--- src/rtl/block_game_pkg.sv ---
// Shared definitions for the falling-block hit judge: FSM encoding,
// row geometry and the BCD score ceiling.
package block_game_pkg;

  typedef enum logic [1:0] {
    ST_IDLE = 2'd0,
    ST_PLAY = 2'd1,
    ST_OVER = 2'd2
  } state_e;

  localparam int LANE_W = 2;
  localparam int ROW_W  = 8;

  localparam logic [15:0] BCD_MAX = 16'h9999;

endpackage

--- src/rtl/bcd_score_counter.sv ---
// Four-digit BCD score register. Adds 0..4 per cycle with decimal carry
// and pins at 9999 instead of wrapping.
module bcd_score_counter
  import block_game_pkg::*;
(
  input  logic        clk,
  input  logic        rst,
  input  logic        clear_i,
  input  logic [2:0]  inc_i,
  output logic [15:0] score_o
);

  logic [15:0] score_q;
  logic [15:0] score_d;
  logic [2:0]  carry;
  logic [4:0]  dsum;

  always_comb begin
    score_d = score_q;
    carry   = inc_i;
    dsum    = '0;
    for (int d = 0; d < 4; d++) begin
      dsum = {1'b0, score_q[d*4 +: 4]} + {2'b00, carry};
      if (dsum > 5'd9) begin
        score_d[d*4 +: 4] = 4'(dsum - 5'd10);
        carry             = 3'd1;
      end else begin
        score_d[d*4 +: 4] = dsum[3:0];
        carry             = 3'd0;
      end
    end
    // a carry out of the thousands digit means the true sum exceeds 9999
    if (carry != 3'd0) score_d = BCD_MAX;
  end

  always_ff @(posedge clk) begin
    if (!rst) begin
      score_q <= '0;
    end else if (clear_i) begin
      score_q <= '0;
    end else begin
      score_q <= score_d;
    end
  end

  assign score_o = score_q;

endmodule

--- src/rtl/block_hit_judge.sv ---
// Judges key presses against the bottom row of the falling-block field,
// tracking lives, per-lane hits and a BCD score across IDLE/PLAY/OVER.
module block_hit_judge
  import block_game_pkg::*;
#(
  parameter int LIVES_INIT = 3,
  parameter int LANES      = 4
) (
  input  logic             clk,
  input  logic             rst,
  input  logic             start,
  input  logic [63:0]      Disp_num,
  input  logic             EN,
  input  logic [LANES-1:0] key,
  output logic [15:0]      score,
  output logic [1:0]       lives,
  output logic             game_over,
  output logic             miss,
  output logic [ROW_W-1:0] row_mask
);

  localparam logic [1:0] LIVES_LOAD = 2'(LIVES_INIT);

  state_e           state_q;
  logic [1:0]       lives_q;
  logic [LANES-1:0] hit_mask_q;
  logic [LANES-1:0] hit_mask_d;
  logic [ROW_W-1:0] row_q;
  logic             miss_q;

  logic [LANES-1:0] win_occ;
  logic [LANES-1:0] prev_occ;
  logic [LANES-1:0] base_mask;
  logic [LANES-1:0] hit_vld;
  logic [LANES-1:0] key_bad;
  logic             play;
  logic             en_miss;
  logic             lose_life;
  logic [2:0]       hit_cnt;
  logic             unused_upper_rows;

  assign unused_upper_rows = ^Disp_num[63:ROW_W];

  always_comb begin
    win_occ  = '0;
    prev_occ = '0;
    row_mask = '0;
    for (int i = 0; i < LANES; i++) begin
      win_occ[i]  = |Disp_num[i*LANE_W +: LANE_W];
      prev_occ[i] = |row_q[i*LANE_W +: LANE_W];
      row_mask[i*LANE_W +: LANE_W] = hit_mask_q[i] ? '0 : Disp_num[i*LANE_W +: LANE_W];
    end
  end

  // On EN the window already holds the new row, so a same-cycle key is judged
  // against a clean mask while the miss check looks at the departed row_q.
  always_comb begin
    play       = (state_q == ST_PLAY) && !start;
    base_mask  = EN ? '0 : hit_mask_q;
    hit_vld    = play ? (key & win_occ & ~base_mask) : '0;
    key_bad    = play ? (key & ~(win_occ & ~base_mask)) : '0;
    en_miss    = play && EN && |(prev_occ & ~hit_mask_q);
    lose_life  = (|key_bad || en_miss) && (lives_q != 2'd0);
    hit_mask_d = play ? (base_mask | hit_vld) : hit_mask_q;
    hit_cnt    = '0;
    for (int i = 0; i < LANES; i++) hit_cnt = hit_cnt + {2'b00, hit_vld[i]};
  end

  always_ff @(posedge clk) begin
    if (!rst) begin
      state_q    <= ST_IDLE;
      lives_q    <= LIVES_LOAD;
      hit_mask_q <= '0;
      row_q      <= '0;
      miss_q     <= 1'b0;
    end else begin
      row_q  <= Disp_num[ROW_W-1:0];
      miss_q <= lose_life;
      if (start) begin
        state_q    <= ST_PLAY;
        lives_q    <= LIVES_LOAD;
        hit_mask_q <= '0;
      end else if (state_q == ST_PLAY) begin
        hit_mask_q <= hit_mask_d;
        if (lose_life) lives_q <= lives_q - 2'd1;
        if (lives_q == 2'd0) state_q <= ST_OVER;
      end
    end
  end

  bcd_score_counter u_score (
    .clk     (clk),
    .rst     (rst),
    .clear_i (start),
    .inc_i   (hit_cnt),
    .score_o (score)
  );

  assign lives     = lives_q;
  assign miss      = miss_q;
  assign game_over = (state_q == ST_OVER);

endmodule

--- config.mk ---
export PLATFORM = sky130hd
export DESIGN_NAME = block_hit_judge
export DESIGN_NICKNAME = d
export VERILOG_FILES = /design/src/rtl/block_game_pkg.sv /design/src/rtl/bcd_score_counter.sv /design/src/rtl/block_hit_judge.sv
export SDC_FILE = /design/constraint.sdc
export NUM_CORES = 1
export LEC_CHECK = 0
export ABC_AREA = 1
export BUFFER_PORTS_ARGS = -buffer_cell sky130_fd_sc_hd__buf_2
export CORE_MARGIN = 2
export CORE_UTILIZATION = 37
export DETAILED_ROUTE_END_ITERATION = 10
export GPL_TIMING_DRIVEN = 0
export PLACE_DENSITY = 0.67
export RECOVER_POWER = 100
export SLEW_MARGIN = 30
export SYNTH_ARGS = -nofsm -noshare
export SYNTH_HDL_FRONTEND = slang
export SYNTH_HIERARCHICAL = 1
export SYNTH_SLANG_ARGS = --single-unit
--- constraint.sdc ---
create_clock -name clk -period 10.8 [get_ports clk]
set_input_delay 2.7 -clock clk [delete_from_list [all_inputs] [get_ports clk]]
set_output_delay 2.7 -clock clk [all_outputs]
set_load 0.05 [all_outputs]
==> impl_metrics.tcl <==
set metrics [dict create \
    worst_pin_slew_ps 644 \
    fmax_mhz 105 \
    antenna_found_initial 0 \
    avgSynthCellArea_sq_um 6.86 \
    dieArea_sq_um 6040 \
    hold_buffers 0 \
    ys_top_cells_by_area "dfxtp_1 33%, nand2_1 13%, inv_1 11%" \
    synth_seq_cells 33 \
    num_antenna_cells 0 \
    cts_max_level 2 \
    die_x_um 77.7 \
    syn-instance-count 293 \
    cpPeakStageDelay_ps 570 \
    post-route-min-period_ps 9510 \
    grt_pass1_vias 1617 \
    path_delay_family "adder cells" \
    place_ws_ps 1390 \
    dp_cells 406 \
    post_cts_buffers 0 \
    yosys.area.top_type_share_pct 32.9 \
    routed_via_density 4.40 \
    cts-root-buf "clkbuf_8" \
    rsz0062_at_grt "false" \
    clk_pin_slew_ps 70 \
    synth_edf_count 0 \
    grt_max_degree 11 \
    cts_made_buffers 5 \
    setup_slack_ps 1290 \
    worstSetupStartpoint "start" \
    first_pass_iters 4 \
    areaGrowthSynthToFinish_pct 14.6 \
    r2r_start "state_q[1]" \
    syn_nets 384 \
    ant_nets 0 \
    seq_area_frac_synth_pct 32.9 \
    port_buffers 43 \
    grtUsageTotal_pct 13.8 \
    drt-wirelength-per-cell_um 9.51 \
    synth_area_sq_um 2010 \
    setup_viol 0 \
    yosysMostFrequentCell "nand2_1" \
    ys_top_cells_by_count "72 x nand2_1, 57 x inv_1, 39 x nor2_1, 33 x dfxtp_1, 20 x nand3_1" \
    pin_count 100 \
    crit_type "in2reg" \
    gr-total-overflow 0 \
    drt-total-wl_um 3940 \
    clockBufferDepth 2 \
    yosysUniqueCellTypes 21 \
    finish.utilization_pct 44.5 \
    hold_violations 0 \
    via_count 1822 \
    synth_area_leader_cell "dfxtp_1" \
    grt_first_pass_wirelength_um 6770 \
    tritoncts "done" \
    r2r_cells 45 \
    period_share_pct 88.1 \
    fin_cells 414 \
    crit_path_end_kind "register" \
    drc 0 \
    cp_common_cell "ha_1" \
    slew_headroom_pct 57.3 \
    finalPower_mw 0.245 \
    start_kind "input pin" \
    slew_viol_final 0 \
    timing.rr.end "u_score/score_o[9]" \
    regToRegSetupSlack_ps 3500 \
    critical_path.slowest_cell "fa_1" \
    clk_latency_ps 280 \
    synth_ff_type "dfxtp_1" \
    peakVddDrop_mv 0.0646 \
    drt_iter0_markers 64 \
    fin_tns_setup_ps 0 \
    worst-path-max-fanout 6 \
    outcome "finished clean" \
    arrival_ps 9720 \
    drive_above_1_share_pct 10.2 \
    leakage_nw 1.23 \
    cp.required_ps 11010 \
    async_reset_ff_share_pct 0 \
    cp_num_cells 46 \
    crit_path_end "u_score/score_o[9]" \
    yosysWarningCount 6 \
    cap_violations 0 \
    crit_buf_inv 9 \
    num_rows 26 \
    dp_hpwl_um 3160 \
    start_util_pct 38.9 \
    die_h_um 77.7 \
    hold_path.class "reg2reg" \
    numClockSinks 33 \
    powerDensity_nw_per_um2 106 \
    place.gp.congestion 0.829 \
    final_nets 434 \
    clock_skew_ps 8.34 \
    cts_repair_resize_count 0 \
    core_region_area_sq_um 5170 \
]
[registers in the layout, summed over array words and instances, names as in the netlist]
name             flops
state_q              2
lives                2
hit_mask_q           4
row_q                8
miss                 1
u_score/score_o     16
[final cells by class]
type,count,area (sq um)
buffer,1,3.75
clock buffer,6,72.6
clock inverter,2,10.0
fill,567,2870
inverter,60,225
multi-input combinational,199,1070
sequential,33,661
tap,70,87.6
timing repair buffer,43,178
[worst reg2reg max path, delay by kind of cell, from the launching register on]
family                     cells  cell delay [ps]
adders and majority gates     14             3630
AOI/OAI and AO/OA              3              290
buffers and inverters          8              630
xor gates and xnor gates       2              530
and+or+nand+nor               18             1870
DFF                            1              320
[report_power, final]
| part | leakage, nW | switching, mW | total, mW | internal, mW |
|---|---|---|---|---|
| Combinational | 0.914 | 0.0227 | 0.0318 | 0.00909 |
| Sequential | 0.269 | 0.00123 | 0.126 | 0.124 |
| Clock | 0.0450 | 0.0429 | 0.0875 | 0.0446 |
| Total | 1.23 | 0.0669 | 0.245 | 0.178 |
[how the worst min path moves through the flow]
stage / startpoint / end / cells past startpoint
floorplan: state_q[1] / state_q[1] / 2
global placement: state_q[1] / state_q[1] / 2
detailed placement: state_q[1] / state_q[1] / 2
CTS: lives[1] / lives[1] / 2
global route: state_q[1] / state_q[1] / 2
finish: lives[0] / lives[0] / 2
[metrics by stage]
stage,area (sq um),hold slack (ps)
2_1_floorplan,2010,453
3_3_place_gp,2310,468
3_5_place_dp,2310,484
4_1_cts,2400,494
5_1_grt,2300,541
6_report,2300,490
[per-layer routing]
metal  vias to the layer above  GRT usage (%)  wire, um
met5                         -              0         0
met4                         0           4.29        20
met3                         2           4.30       234
met2                        36           23.2      1810
met1                       789           16.8      1880
li1                        995              -         -
[cell families (layout without fill, tap and decap cells)]
kind of cell    count (synthesis)  after routing  synth area share, %
xor+xnor                        5              5                 2.92
compound gates                 19             19                 5.48
fa+ha+maj                      19             19                 12.6
flops                          33             33                 32.9
simple gates                  156            156                 34.7
buf+inv                        61            112                 11.4
[cells in the final DEF, fill, tap and decap left out]
cell type	n
nand2_1	75
inv_1	57
nor2_1	40
dfxtp_1	33
clkbuf_1	32
nand3_1	23
ha_1	17
a21oi_1	14
buf_2	13
nand2_2	9
nand4_1	7
clkbuf_8	5
xnor2_1	4
inv_2	3
o21a_1	3
fa_1	2
clkinv_2	2
o21ai_0	1
nor2_2	1
nand3_2	1
xor2_1	1
a21oi_2	1
No activity file was read; power rests on OpenSTA's default activity.
